## src/rtl/j80_host_writer_if.sv

```systemverilog
// Byte-stream input and i8080 write-bus pins of the host writer.
// master: the byte source / bus observer side; slave: the j80_host_writer side.
interface j80_host_writer_if #(
    parameter int unsigned CNT_W = 16
);
    logic             in_valid;
    logic             in_rs;
    logic [7:0]       in_data;
    logic             in_ready;
    logic             J80_CLK;
    logic             J80_RS;
    logic             J80_We;
    logic [7:0]       J80_Data;
    logic             busy;
    logic [CNT_W-1:0] xfer_cnt;

    modport master (
        output in_valid,
        output in_rs,
        output in_data,
        input  in_ready,
        input  J80_CLK,
        input  J80_RS,
        input  J80_We,
        input  J80_Data,
        input  busy,
        input  xfer_cnt
    );

    modport slave (
        input  in_valid,
        input  in_rs,
        input  in_data,
        output in_ready,
        output J80_CLK,
        output J80_RS,
        output J80_We,
        output J80_Data,
        output busy,
        output xfer_cnt
    );
endinterface

```

## src/rtl/j80_host_writer.sv

```systemverilog
// Host-side i8080 write engine: turns a valid/ready byte stream into
// strobed 8-bit write cycles. RS/data are loaded while the strobe is low
// and held through the rising edge, so the receiver always samples a
// settled bus. Every output is a register; in_ready is decoded from the
// registered next state, so it has no path from in_valid.
module j80_host_writer #(
    parameter int unsigned WR_LO    = 1,
    parameter int unsigned WR_HI    = 1,
    parameter int unsigned TAIL_CYC = 1,
    parameter int unsigned CNT_W    = 16
) (
    input logic               CLK,
    input logic               RST,
    j80_host_writer_if.slave  bus
);
    localparam int unsigned PH_MAX_LH = (WR_LO > WR_HI) ? WR_LO : WR_HI;
    localparam int unsigned PH_MAX    = (PH_MAX_LH > TAIL_CYC) ? PH_MAX_LH : TAIL_CYC;
    localparam int unsigned PH_W      = (PH_MAX > 1) ? $clog2(PH_MAX) : 1;

    localparam logic [1:0] IDLE = 2'd0;
    localparam logic [1:0] LOW  = 2'd1;
    localparam logic [1:0] HIGH = 2'd2;
    localparam logic [1:0] TAIL = 2'd3;

    logic [1:0]       state_q, state_d;
    logic [PH_W-1:0]  ph_q, ph_d;
    logic             strobe_q, strobe_d;
    logic             we_q, we_d;
    logic             rs_q, rs_d;
    logic [7:0]       data_q, data_d;
    logic [CNT_W-1:0] cnt_q, cnt_d;
    logic             ready_q, ready_d;
    logic             busy_q, busy_d;
    logic             accept_c;

    // Handshake completes only in states where the registered ready is high.
    assign accept_c = bus.in_valid & ready_q;

    // Next-state, phase counter and next output values.
    always_comb begin
        state_d  = state_q;
        ph_d     = ph_q;
        strobe_d = strobe_q;
        we_d     = we_q;
        rs_d     = rs_q;
        data_d   = data_q;
        cnt_d    = cnt_q;

        case (state_q)
            IDLE: begin
                if (accept_c) begin
                    state_d  = LOW;
                    ph_d     = PH_W'(WR_LO - 1);
                    strobe_d = 1'b0;
                    we_d     = 1'b1;
                    rs_d     = bus.in_rs;
                    data_d   = bus.in_data;
                end
            end
            LOW: begin
                if (ph_q == '0) begin
                    state_d  = HIGH;
                    ph_d     = PH_W'(WR_HI - 1);
                    strobe_d = 1'b1;
                    cnt_d    = cnt_q + CNT_W'(1);
                end else begin
                    ph_d = ph_q - PH_W'(1);
                end
            end
            HIGH: begin
                if (ph_q == '0) begin
                    strobe_d = 1'b0;
                    if (accept_c) begin
                        state_d = LOW;
                        ph_d    = PH_W'(WR_LO - 1);
                        rs_d    = bus.in_rs;
                        data_d  = bus.in_data;
                    end else begin
                        state_d = TAIL;
                        ph_d    = PH_W'(TAIL_CYC - 1);
                    end
                end else begin
                    ph_d = ph_q - PH_W'(1);
                end
            end
            TAIL: begin
                if (accept_c) begin
                    state_d  = LOW;
                    ph_d     = PH_W'(WR_LO - 1);
                    strobe_d = 1'b0;
                    rs_d     = bus.in_rs;
                    data_d   = bus.in_data;
                end else if (ph_q == '0) begin
                    state_d = IDLE;
                    we_d    = 1'b0;
                end else begin
                    ph_d = ph_q - PH_W'(1);
                end
            end
            default: begin
                state_d  = IDLE;
                strobe_d = 1'b0;
                we_d     = 1'b0;
            end
        endcase

        // Ready in IDLE, TAIL and the last HIGH cycle of a byte.
        ready_d = (state_d == IDLE) || (state_d == TAIL) ||
                  ((state_d == HIGH) && (ph_d == '0));
        busy_d  = (state_d != IDLE);
    end

    // State and output registers; reset drops the strobe and enable at once.
    always_ff @(posedge CLK or posedge RST) begin
        if (RST) begin
            state_q  <= IDLE;
            ph_q     <= '0;
            strobe_q <= 1'b0;
            we_q     <= 1'b0;
            rs_q     <= 1'b0;
            data_q   <= '0;
            cnt_q    <= '0;
            ready_q  <= 1'b0;
            busy_q   <= 1'b0;
        end else begin
            state_q  <= state_d;
            ph_q     <= ph_d;
            strobe_q <= strobe_d;
            we_q     <= we_d;
            rs_q     <= rs_d;
            data_q   <= data_d;
            cnt_q    <= cnt_d;
            ready_q  <= ready_d;
            busy_q   <= busy_d;
        end
    end

    assign bus.in_ready = ready_q;
    assign bus.J80_CLK  = strobe_q;
    assign bus.J80_RS   = rs_q;
    assign bus.J80_We   = we_q;
    assign bus.J80_Data = data_q;
    assign bus.busy     = busy_q;
    assign bus.xfer_cnt = cnt_q;
endmodule

```

## src/flat_wrapper.sv

```systemverilog
// flat-port wrapper written by rule: the top's interface ports become plain ports
module j80_host_writer_flat 
#(
    parameter int unsigned WR_LO    = 1,
    parameter int unsigned WR_HI    = 1,
    parameter int unsigned TAIL_CYC = 1,
    parameter int unsigned CNT_W    = 16
)
  (CLK, RST, bus_in_valid, bus_in_rs, bus_in_data, bus_in_ready, bus_J80_CLK, bus_J80_RS, bus_J80_We, bus_J80_Data, bus_busy, bus_xfer_cnt);
  j80_host_writer_if #(.CNT_W(CNT_W)) bus_i ();
  input logic CLK;
  input logic RST;
  input wire logic [$bits(bus_i.in_valid)-1:0] bus_in_valid;
  input wire logic [$bits(bus_i.in_rs)-1:0] bus_in_rs;
  input wire logic [$bits(bus_i.in_data)-1:0] bus_in_data;
  output wire logic [$bits(bus_i.in_ready)-1:0] bus_in_ready;
  output wire logic [$bits(bus_i.J80_CLK)-1:0] bus_J80_CLK;
  output wire logic [$bits(bus_i.J80_RS)-1:0] bus_J80_RS;
  output wire logic [$bits(bus_i.J80_We)-1:0] bus_J80_We;
  output wire logic [$bits(bus_i.J80_Data)-1:0] bus_J80_Data;
  output wire logic [$bits(bus_i.busy)-1:0] bus_busy;
  output wire logic [$bits(bus_i.xfer_cnt)-1:0] bus_xfer_cnt;
  assign bus_i.in_valid = bus_in_valid;
  assign bus_i.in_rs = bus_in_rs;
  assign bus_i.in_data = bus_in_data;
  assign bus_in_ready = bus_i.in_ready;
  assign bus_J80_CLK = bus_i.J80_CLK;
  assign bus_J80_RS = bus_i.J80_RS;
  assign bus_J80_We = bus_i.J80_We;
  assign bus_J80_Data = bus_i.J80_Data;
  assign bus_busy = bus_i.busy;
  assign bus_xfer_cnt = bus_i.xfer_cnt;
  j80_host_writer #(.WR_LO(WR_LO), .WR_HI(WR_HI), .TAIL_CYC(TAIL_CYC), .CNT_W(CNT_W)) u_core (.CLK(CLK), .RST(RST), .bus(bus_i));
endmodule
```

## config.mk

```make
export PLATFORM = sky130hd
export DESIGN_NAME = j80_host_writer_flat
export DESIGN_NICKNAME = d
export VERILOG_FILES = /design/src/rtl/j80_host_writer_if.sv /design/src/rtl/j80_host_writer.sv /design/src/flat_wrapper.sv
export SDC_FILE = /design/constraint.sdc
export NUM_CORES = 1
export LEC_CHECK = 0
export CORE_MARGIN = 1
export CORE_UTILIZATION = 50
export DETAILED_ROUTE_END_ITERATION = 16
export PLACE_DENSITY_LB_ADDON = 0.2
export SLEW_MARGIN = 20
export SYNTH_ARGS = -nofsm -noshare
export SYNTH_HDL_FRONTEND = slang
export SYNTH_SLANG_ARGS = --single-unit
```

## constraint.sdc

```tcl
create_clock -name CLK -period 5.15 [get_ports CLK]
set_input_delay 1.2875 -clock CLK [delete_from_list [all_inputs] [get_ports CLK]]
set_output_delay 1.2875 -clock CLK [all_outputs]
set_load 0.02 [all_outputs]
```

==> results of run 1 <==
==> final cells by class <==
type / count / share of cell area
Clock buffer: 6 / 0.02022
Timing Repair Buffer: 41 / 0.1998
Multi-Input combinational cell: 86 / 0.3352
Sequential cell: 32 / 0.3922
Inverter: 9 / 0.01654
Clock inverter: 2 / 0.01716
Tap cell: 31 / 0.01900
==> state kept, by name (all words and copies together) (netlist names) <==
| name | count |
|---|---|
| u_core.bus.busy | 1 |
| u_core.bus.J80_CLK | 1 |
| u_core.bus.J80_We | 1 |
| u_core.bus.xfer_cnt | 16 |
| u_core.bus.J80_RS | 1 |
| u_core.bus.in_ready | 1 |
| u_core.ph_q | 1 |
| u_core.state_q | 2 |
| u_core.bus.J80_Data | 8 |
==> stage by stage <==
stage | instance area [um2] | instances | total power, mW | utilization | hold slack, ns
global placement | 1966 | 199 | 0.9603 | 0.6948 | 0.4672
finish | 2042 | 207 | 1.161 | 0.7218 | 0.5001
CTS | 2042 | 207 | 1.172 | 0.7218 | 0.5015
floorplan | 1541 | 129 | 0.7654 | - | 0.5250
global route | 2042 | 207 | 1.236 | 0.7218 | 0.5216
detailed placement | 1966 | 199 | 0.9859 | 0.6948 | 0.4880
==> metal layers <==
layer | up-vias | share of wire | routed length [um]
met5 | - | 0 | 0
met4 | 0 | 0.0079 | 23
met3 | 4 | 0.041 | 118
met2 | 31 | 0.54 | 1569
met1 | 543 | 0.41 | 1185
li1 | 530 | - | -
==> power by group through the flow <==
stage | logic (mW) | registers, mW | clock network [mW]
after global routing | 0.619 | 0.418 | 0.198
final | 0.570 | 0.407 | 0.184
after floorplan | 0.274 | 0.491 | 0
after CTS | 0.577 | 0.408 | 0.187
after detailed placement | 0.573 | 0.412 | 0
after global placement | 0.555 | 0.405 | 0
==> worst max-delay path by stage <==
stage | slack, ns | cells past startpoint | end | from
floorplan | 2.84 | 6 | u_core.bus.in_ready$_DFF_PP0_ | bus_in_valid
global placement | 2.31 | 7 | u_core.bus.in_ready$_DFF_PP0_ | bus_in_valid
detailed placement | 2.24 | 7 | u_core.bus.in_ready$_DFF_PP0_ | bus_in_valid
CTS | 2.38 | 1 | bus_xfer_cnt[0] | u_core.bus.xfer_cnt[0]$_DFFE_PP0P_
global route | 2.33 | 1 | bus_xfer_cnt[0] | u_core.bus.xfer_cnt[0]$_DFFE_PP0P_
finish | 2.40 | 1 | bus_xfer_cnt[0] | u_core.bus.xfer_cnt[0]$_DFFE_PP0P_
==> cell families (layout without fill, tap and decap cells) <==
group	Yosys count	count (layout)
adder cells (fa/ha/maj)	8	8
buffers and inverters	11	58
AND/OR/NAND/NOR	41	41
AO/OA/AOI/OAI	12	12
XOR/XNOR	15	15
flip-flops	32	32
multiplexers	10	10
==> cell usage in the layout, fill, tap and decap left out <==
master                            Yosys  final
sky130_fd_sc_hd__clkdlybuf4s50_1      0     40
sky130_fd_sc_hd__dfrtp_1             32     32
sky130_fd_sc_hd__mux2_2              10     10
sky130_fd_sc_hd__nand2_1             10     10
sky130_fd_sc_hd__xnor2_1              9      9
sky130_fd_sc_hd__inv_1                9      9
sky130_fd_sc_hd__ha_1                 8      8
sky130_fd_sc_hd__nor2_1               7      7
sky130_fd_sc_hd__nand3_1              6      6
sky130_fd_sc_hd__xor2_1               5      5
sky130_fd_sc_hd__clkbuf_4             0      5
sky130_fd_sc_hd__a21oi_1              3      3
sky130_fd_sc_hd__and3_1               3      3
sky130_fd_sc_hd__and2_1               2      2
sky130_fd_sc_hd__a21o_1               2      2
sky130_fd_sc_hd__o22a_1               2      2
sky130_fd_sc_hd__nand4_1              2      2
sky130_fd_sc_hd__nor3_1               2      2
sky130_fd_sc_hd__nor4_2               2      2
sky130_fd_sc_hd__nor2b_1              1      1
sky130_fd_sc_hd__and4b_1              1      1
sky130_fd_sc_hd__nand3_4              1      1
sky130_fd_sc_hd__and4_1               1      1
sky130_fd_sc_hd__o21ai_2              1      1
sky130_fd_sc_hd__o21a_1               1      1
sky130_fd_sc_hd__a211o_1              1      1
sky130_fd_sc_hd__a32o_1               1      1
sky130_fd_sc_hd__o21bai_1             1      1
sky130_fd_sc_hd__nand3_2              1      1
sky130_fd_sc_hd__or3_4                1      1
sky130_fd_sc_hd__xnor2_2              1      1
sky130_fd_sc_hd__nor4_1               1      1
sky130_fd_sc_hd__bufinv_16            0      1
sky130_fd_sc_hd__clkbuf_1             0      1
sky130_fd_sc_hd__clkinv_2             0      1
sky130_fd_sc_hd__buf_4                0      1
==> impl_metrics.prom, run 1 <==
# TYPE chip_impl_metric gauge
chip_impl_metric{name="die_width",unit="um"} 57.53
chip_impl_metric{name="post-route-drc-count",unit=""} 3
chip_impl_info{name="rsz_0062_raised_after_global_routing",value="no"} 1
chip_impl_metric{name="wp_buf_inv",unit=""} 1
chip_impl_metric{name="pwr-share-comb",unit=""} 0.491
chip_impl_metric{name="vdd_ir_drop_max",unit="mV"} 0.3615
chip_impl_metric{name="multiInputGateArea",unit="um2"} 684.4
chip_impl_metric{name="design.core.area",unit="um2"} 2829
chip_impl_info{name="crit_path_cell_trace",value="clkdlybuf4s50_1"} 1
chip_impl_metric{name="mean_routed_wirelength_per_cell",unit="um"} 13.99
chip_impl_metric{name="cts_made_buffers",unit=""} 5
chip_impl_metric{name="worst_path_fanout_max",unit=""} 7
chip_impl_metric{name="die-area",unit="um2"} 3309
chip_impl_metric{name="largest_net_degree_at_the_start_of_global_routing",unit=""} 33
chip_impl_metric{name="drv_slew",unit=""} 0
chip_impl_metric{name="initial_core_util",unit=""} 0.5449
chip_impl_metric{name="tritoncts_num_sinks",unit=""} 32
chip_impl_info{name="ys_top_cells_by_area",value="sky130_fd_sc_hd__dfrtp_1 (52%), sky130_fd_sc_hd__mux2_2 (7.3%), sky130_fd_sc_hd__ha_1 (6.5%), sky130_fd_sc_hd__xnor2_1 (5.1%), sky130_fd_sc_hd__xor2_1 (2.8%)"} 1
chip_impl_info{name="cts.root.buffer_cell",value="sky130_fd_sc_hd__clkbuf_4"} 1
chip_impl_info{name="regToRegEndpoint",value="u_core.bus.in_ready$_DFF_PP0_"} 1
chip_impl_metric{name="part_of_the_power_in_registers",unit=""} 0.351
chip_impl_metric{name="crit_path_max_incr_delay",unit="ns"} 0.66
chip_impl_metric{name="io_pins",unit=""} 41
chip_impl_metric{name="compound_cell_area_share_of_the_yosys_netlist",unit=""} 0.05844
chip_impl_info{name="reg_to_reg_startpoint",value="u_core.state_q[0]$_DFF_PP0_"} 1
chip_impl_metric{name="place_worst_setup_slack",unit="ns"} 2.244
chip_impl_metric{name="timing.fmax",unit="MHz"} 363.2
chip_impl_metric{name="synthesis.area",unit="um2"} 1541
chip_impl_info{name="cts_tree",value="yes"} 1
chip_impl_info{name="main_combinational_cell_family_by_area_after_synthesis",value="simple AND/OR/NAND/NOR gates"} 1
chip_impl_metric{name="antenna_found_initial",unit=""} 0
chip_impl_metric{name="grtUsageMet3",unit=""} 0.04535
chip_impl_metric{name="die_y",unit="um"} 57.53
chip_impl_metric{name="overflow",unit=""} 0
chip_impl_metric{name="antenna_violating_nets_left",unit=""} 0
chip_impl_metric{name="detail_route.first_pass.iterations",unit=""} 10
chip_impl_metric{name="relSlewSlack",unit=""} 0.6757
chip_impl_metric{name="hold_viol_final",unit=""} 0
chip_impl_info{name="postSynth.topFlopCell",value="sky130_fd_sc_hd__dfrtp_1"} 1
chip_impl_metric{name="post_drt_via_cell_ratio",unit=""} 5.353
chip_impl_info{name="worst_path_dominant_cell_family",value="buffers and inverters"} 1
chip_impl_metric{name="final-seq-area",unit="um2"} 800.8
chip_impl_metric{name="grt_first_pass_wirelength",unit="um"} 4850
chip_impl_metric{name="timing.final.crit_share",unit=""} 0.5346
chip_impl_info{name="element_type_at_the_critical_path_end",value="primary output"} 1
chip_impl_metric{name="via_total_after_detailed_routing",unit=""} 1108
chip_impl_metric{name="drt_wl_total",unit="um"} 2896
chip_impl_metric{name="min_period",unit="ns"} 2.753
chip_impl_metric{name="setup_ws",unit="ns"} 2.397
chip_impl_metric{name="cts-root-to-sink-buffers",unit=""} 2
chip_impl_metric{name="synthToLayoutAreaGrowth",unit="%"} 32.47
chip_impl_metric{name="ctsHtreeMaxLevel",unit=""} 2
chip_impl_info{name="min-delay-start",value="u_core.bus.xfer_cnt[3]$_DFFE_PP0P_"} 1
chip_impl_metric{name="final.fill_count",unit=""} 223
chip_impl_info{name="outcome",value="finished with violations"} 1
chip_impl_metric{name="ys.warnings.count",unit=""} 0
chip_impl_metric{name="power.switching_fraction",unit=""} 0.3777
chip_impl_metric{name="routabilityCongestion",unit=""} 0.7774
chip_impl_metric{name="power_density_normalized_to_cell_area",unit="nW/um2"} 568.4
chip_impl_metric{name="gate_count_of_the_mapped_netlist",unit=""} 129
chip_impl_metric{name="dp_hpwl",unit="um"} 2189
chip_impl_metric{name="setup_total_negative_slack",unit="ns"} 0
chip_impl_info{name="ys_top_cells_by_count",value="sky130_fd_sc_hd__dfrtp_1 (32), sky130_fd_sc_hd__mux2_2 (10), sky130_fd_sc_hd__nand2_1 (10), sky130_fd_sc_hd__inv_1 (9), sky130_fd_sc_hd__xnor2_1 (9)"} 1
chip_impl_metric{name="synth_fa_ha_area_frac",unit=""} 0.06494
chip_impl_info{name="min-delay-path-class",value="flip-flop to flip-flop"} 1
chip_impl_metric{name="cell_internal_pwr",unit="uW"} 722.4
chip_impl_metric{name="post_route_cells_drive_above_1_share",unit=""} 0.1420
chip_impl_metric{name="io_buffer_count",unit=""} 40
chip_impl_metric{name="finalSetupViolCount",unit=""} 0
chip_impl_metric{name="synth_top_cell_area_share",unit=""} 0.5195
chip_impl_metric{name="initialDrtViolationCount",unit=""} 44
chip_impl_info{name="violations",value="DRC"} 1
chip_impl_metric{name="post_synth_and_or_nand_nor_area_fraction",unit=""} 0.1575
chip_impl_metric{name="max_cap_violations",unit=""} 0
chip_impl_metric{name="ys_async_sr_fraction",unit=""} 1.000
chip_impl_metric{name="worstPathArrival",unit="ns"} 1.47
chip_impl_info{name="grt_most_used_layer",value="met2"} 1
chip_impl_metric{name="mappedNetlistNets",unit=""} 149
chip_impl_metric{name="reg2reg_slack",unit="ns"} 3.12
chip_impl_info{name="critPathKind",value="flip-flop to primary output"} 1
chip_impl_metric{name="worst-slew-pin-transition",unit="ns"} 0.4863
chip_impl_metric{name="min_delay_path_depth",unit=""} 1
chip_impl_metric{name="diodes",unit=""} 0
chip_impl_metric{name="post_cts_resized",unit=""} 0
chip_impl_metric{name="rows",unit=""} 19
chip_impl_metric{name="grt_met2_usage",unit=""} 0.3455
chip_impl_metric{name="leakagePower",unit="nW"} 0.9261
chip_impl_metric{name="post_synth.cell_area_avg",unit="um2"} 11.95
chip_impl_metric{name="clock_latency_reported_for_the_late_side_of_the_worst_skew_pair",unit="ns"} 0.32
chip_impl_metric{name="synth_cell_type_count",unit=""} 31
chip_impl_metric{name="grt_util_all_layers",unit=""} 0.1957
chip_impl_metric{name="clock_pin_slew_on_the_worst_setup_and_hold_paths",unit="ns"} 0.09
chip_impl_info{name="start_kind",value="flip-flop"} 1
chip_impl_metric{name="switching_power",unit="uW"} 438.4
chip_impl_info{name="yosysTopAreaCell",value="sky130_fd_sc_hd__dfrtp_1"} 1
chip_impl_metric{name="finish.net_count",unit=""} 195
chip_impl_metric{name="postSynthRegisterBits",unit=""} 32
chip_impl_metric{name="grt_use_met1",unit=""} 0.2278
chip_impl_metric{name="rr_worst_depth",unit=""} 8
chip_impl_metric{name="synth_edf_count",unit=""} 0
chip_impl_info{name="critical-path-slowest-cell",value="sky130_fd_sc_hd__clkdlybuf4s50_1"} 1
chip_impl_info{name="worst_hold_path.endpoint",value="u_core.bus.xfer_cnt[3]$_DFFE_PP0P_"} 1
chip_impl_metric{name="clock_power_share",unit=""} 0.158
chip_impl_metric{name="synth_xor_xnor_area_share",unit=""} 0.09010
chip_impl_metric{name="synth.yosys.seq_area_share",unit=""} 0.5195
chip_impl_metric{name="cts-hold-fix-buffers",unit=""} 0
chip_impl_metric{name="worst_clock_skew",unit="ns"} 0.006612
chip_impl_metric{name="via_count_of_the_first_global_routing_pass",unit=""} 1114
chip_impl_metric{name="cts.repair_timing.setup_buffer_count",unit=""} 0
chip_impl_metric{name="cp_data_required_time",unit="ns"} 3.86
chip_impl_info{name="post-synth-top-count-cell",value="sky130_fd_sc_hd__dfrtp_1"} 1
chip_impl_metric{name="muxShareOfSynthArea",unit=""} 0.07305
Note: power is estimated with default switching activity, not from simulation.
==> run 2: changes to the inputs <==
- CORE_UTILIZATION: 50 -> 48
- clock period: 5.15 -> 2.7 ns (I/O delays scaled with it)
==> run 2 against run 1 <==
Against the previous run:
- the run now ends clean
- sequential power is 89% higher
- global-route usage is 1.3 points lower
- clock skew fell by 0.0014 ns
- sequential cell count unchanged
- die area up 4.0%
- clock-buffer cell count increased by 2
- critical path depth unchanged
- design area about the same
- largest cell class unchanged
- non-clock buffer count did not move
==> impl_metrics.prom, run 2 (synthesized netlist as in run 1, its figures left out) <==
# TYPE chip_impl_metric gauge
chip_impl_info{name="cts.root.buffer_cell",value="sky130_fd_sc_hd__clkbuf_4"} 1
chip_impl_metric{name="finalSetupViolCount",unit=""} 0
chip_impl_metric{name="min_period",unit="ns"} 2.166
chip_impl_info{name="crit_path_cell_trace",value="clkdlybuf4s50_1"} 1
chip_impl_metric{name="synthToLayoutAreaGrowth",unit="%"} 32.39
chip_impl_metric{name="power_density_normalized_to_cell_area",unit="nW/um2"} 1043
chip_impl_metric{name="post_cts_resized",unit=""} 0
chip_impl_metric{name="timing.fmax",unit="MHz"} 461.7
chip_impl_metric{name="die_width",unit="um"} 58.67
chip_impl_metric{name="die-area",unit="um2"} 3442
chip_impl_metric{name="cts-hold-fix-buffers",unit=""} 0
chip_impl_metric{name="cts_made_buffers",unit=""} 5
chip_impl_metric{name="wl_met2",unit="um"} 1348
chip_impl_metric{name="grt_first_pass_wirelength",unit="um"} 4623
chip_impl_metric{name="die_y",unit="um"} 58.67
chip_impl_metric{name="initial_core_util",unit=""} 0.5049
chip_impl_metric{name="route.layer.met1.wl",unit="um"} 1180
chip_impl_metric{name="overflow",unit=""} 0
chip_impl_metric{name="rows",unit=""} 20
chip_impl_metric{name="worst_clock_skew",unit="ns"} 0.005246
chip_impl_metric{name="largest_reg_flops",unit=""} 16
chip_impl_metric{name="drv_slew",unit=""} 0
chip_impl_metric{name="final-seq-area",unit="um2"} 800.8
chip_impl_info{name="min-delay-start",value="u_core.bus.xfer_cnt[15]$_DFFE_PP0P_"} 1
chip_impl_metric{name="initialDrtViolationCount",unit=""} 32
chip_impl_metric{name="routabilityCongestion",unit=""} 0.7769
chip_impl_info{name="rsz_0062_raised_after_global_routing",value="no"} 1
chip_impl_metric{name="antenna_violating_nets_left",unit=""} 0
chip_impl_metric{name="largest_net_degree_at_the_start_of_global_routing",unit=""} 33
chip_impl_metric{name="mean_routed_wirelength_per_cell",unit="um"} 12.32
chip_impl_metric{name="hold_ws",unit="ns"} 0.4788
chip_impl_info{name="critPathKind",value="flip-flop to primary output"} 1
chip_impl_metric{name="tritoncts_num_sinks",unit=""} 32
chip_impl_metric{name="via_count_of_the_first_global_routing_pass",unit=""} 1098
chip_impl_metric{name="post_route_cells_drive_above_1_share",unit=""} 0.1364
chip_impl_metric{name="post-route-drc-count",unit=""} 0
chip_impl_metric{name="clock_pin_slew_on_the_worst_setup_and_hold_paths",unit="ns"} 0.09
chip_impl_metric{name="setup_total_negative_slack",unit="ns"} 0
chip_impl_info{name="start_kind",value="flip-flop"} 1
chip_impl_metric{name="cell_internal_pwr",unit="mW"} 1.314
chip_impl_metric{name="cts-root-to-sink-buffers",unit=""} 2
chip_impl_metric{name="drt_wl_total",unit="um"} 2710
chip_impl_info{name="worst_path_dominant_cell_family",value="buffers and inverters"} 1
chip_impl_metric{name="rr_worst_depth",unit=""} 6
chip_impl_metric{name="detail_route.first_pass.iterations",unit=""} 4
chip_impl_metric{name="worstPathArrival",unit="ns"} 1.49
chip_impl_metric{name="max_cap_violations",unit=""} 0
chip_impl_metric{name="worst-slew-pin-transition",unit="ns"} 0.5091
chip_impl_info{name="critical-path-slowest-cell",value="sky130_fd_sc_hd__clkdlybuf4s50_1"} 1
chip_impl_metric{name="layout.core_utilization",unit=""} 0.6684
chip_impl_metric{name="io_pins",unit=""} 41
chip_impl_metric{name="part_of_the_power_in_registers",unit=""} 0.362
chip_impl_info{name="cts_tree",value="yes"} 1
chip_impl_info{name="worst_hold_path.endpoint",value="u_core.bus.xfer_cnt[15]$_DFFE_PP0P_"} 1
chip_impl_metric{name="finish.net_count",unit=""} 195
chip_impl_info{name="final_common_cell",value="sky130_fd_sc_hd__clkdlybuf4s50_1"} 1
chip_impl_metric{name="cts.repair_timing.setup_buffer_count",unit=""} 0
chip_impl_metric{name="via_total_after_detailed_routing",unit=""} 1101
chip_impl_metric{name="power.switching_fraction",unit=""} 0.3829
chip_impl_metric{name="post_drt_via_cell_ratio",unit=""} 5.005
chip_impl_metric{name="relSlewSlack",unit=""} 0.6606
chip_impl_metric{name="antenna_found_initial",unit=""} 0
chip_impl_metric{name="clock_latency_reported_for_the_late_side_of_the_worst_skew_pair",unit="ns"} 0.33
chip_impl_metric{name="reg2reg_slack",unit="ns"} 0.69
chip_impl_metric{name="leakagePower",unit="nW"} 0.9164
chip_impl_metric{name="crit_path_max_incr_delay",unit="ns"} 0.66
chip_impl_metric{name="clock_power_share",unit=""} 0.131
chip_impl_info{name="element_type_at_the_critical_path_end",value="primary output"} 1
chip_impl_metric{name="hold_viol_final",unit=""} 0
chip_impl_info{name="min-delay-path-class",value="flip-flop to flip-flop"} 1
chip_impl_info{name="most_frequent_cells_in_the_layout",value="sky130_fd_sc_hd__clkdlybuf4s50_1 (40), sky130_fd_sc_hd__dfrtp_1 (32), sky130_fd_sc_hd__mux2_2 (10), sky130_fd_sc_hd__nand2_1 (10)"} 1
chip_impl_metric{name="diodes",unit=""} 0
chip_impl_metric{name="design.core.area",unit="um2"} 3053
chip_impl_info{name="route.top_layer_used",value="met4"} 1
chip_impl_metric{name="ctsHtreeMaxLevel",unit=""} 2
chip_impl_metric{name="worst_path_fanout_max",unit=""} 7
chip_impl_metric{name="wp_buf_inv",unit=""} 1
chip_impl_metric{name="final.fill_count",unit=""} 248
chip_impl_info{name="reg_to_reg_startpoint",value="u_core.state_q[1]$_DFF_PP0_"} 1
chip_impl_metric{name="met3_wirelength",unit="um"} 123
chip_impl_metric{name="timing.final.crit_share",unit=""} 0.8023
chip_impl_metric{name="cp_data_required_time",unit="ns"} 2.03
chip_impl_metric{name="grt_util_all_layers",unit=""} 0.1823
chip_impl_metric{name="dp_hpwl",unit="um"} 1978
chip_impl_metric{name="vdd_ir_drop_max",unit="mV"} 0.5409
chip_impl_info{name="outcome",value="finished clean"} 1
chip_impl_metric{name="io_buffer_count",unit=""} 40
chip_impl_info{name="regToRegEndpoint",value="u_core.bus.xfer_cnt[11]$_DFFE_PP0P_"} 1
chip_impl_metric{name="switching_power",unit="uW"} 815.3
chip_impl_metric{name="multiInputGateArea",unit="um2"} 684.4
chip_impl_metric{name="min_delay_path_depth",unit=""} 1
chip_impl_metric{name="pwr-share-comb",unit=""} 0.507
-- run 2: cell count changes in the layout (fill, tap and decap cells not counted), sizes merged --
cell | previous run | this run
clkbuf | 6 | 8
clkinv | 1 | 0
bufinv | 1 | 0
-- run 2: worst max-delay path by stage --
stage | from | to | slack (ns) | depth (start not counted)
4_1_cts | u_core.bus.xfer_cnt[0]$_DFFE_PP0P_ | bus_xfer_cnt[0] | 0.52 | 1
6_report | u_core.bus.xfer_cnt[0]$_DFFE_PP0P_ | bus_xfer_cnt[0] | 0.53 | 1
3_5_place_dp | bus_in_valid | u_core.bus.in_ready$_DFF_PP0_ | 0.41 | 7
2_1_floorplan | u_core.state_q[0]$_DFF_PP0_ | u_core.bus.in_ready$_DFF_PP0_ | 0.85 | 8
5_1_grt | u_core.bus.xfer_cnt[0]$_DFFE_PP0P_ | bus_xfer_cnt[0] | 0.49 | 1
3_3_place_gp | bus_in_valid | u_core.bus.in_ready$_DFF_PP0_ | 0.47 | 7
-- run 2: power groups by stage --
stage / Combinational (mW) / Sequential [mW] / Clock, mW
after floorplan: 0.523 / 0.937 / 0
after global placement: 1.06 / 0.774 / 0
after detailed placement: 1.09 / 0.781 / 0
after CTS: 1.09 / 0.772 / 0.289
after global routing: 1.18 / 0.794 / 0.305
final: 1.08 / 0.770 / 0.280
-- run 2: layout make-up --
type / instances / share of cell area
Tap cell: 44 / 0.02698
Inverter: 9 / 0.01655
Sequential cell: 32 / 0.3924
Clock buffer: 8 / 0.02882
Timing Repair Buffer: 41 / 0.1999
Multi-Input combinational cell: 86 / 0.3354
-- run 2: routing by layer --
layer / vias to the layer above / GRT usage
met2: 31 / 0.2956
met1: 528 / 0.2256
met5: - / 0
met4: 0 / 0.09184
li1: 535 / -
met3: 7 / 0.04835
-- run 2: through the flow --
stage          total power [mW]  instance area [um2]  cells  setup slack [ns]
6_report                  2.129                 2041    220            0.5339
4_1_cts                   2.153                 2041    220            0.5161
2_1_floorplan             1.460                 1541    129            0.8458
3_3_place_gp              1.836                 1982    212            0.4716
5_1_grt                   2.284                 2041    220            0.4934
3_5_place_dp              1.869                 1982    212            0.4068
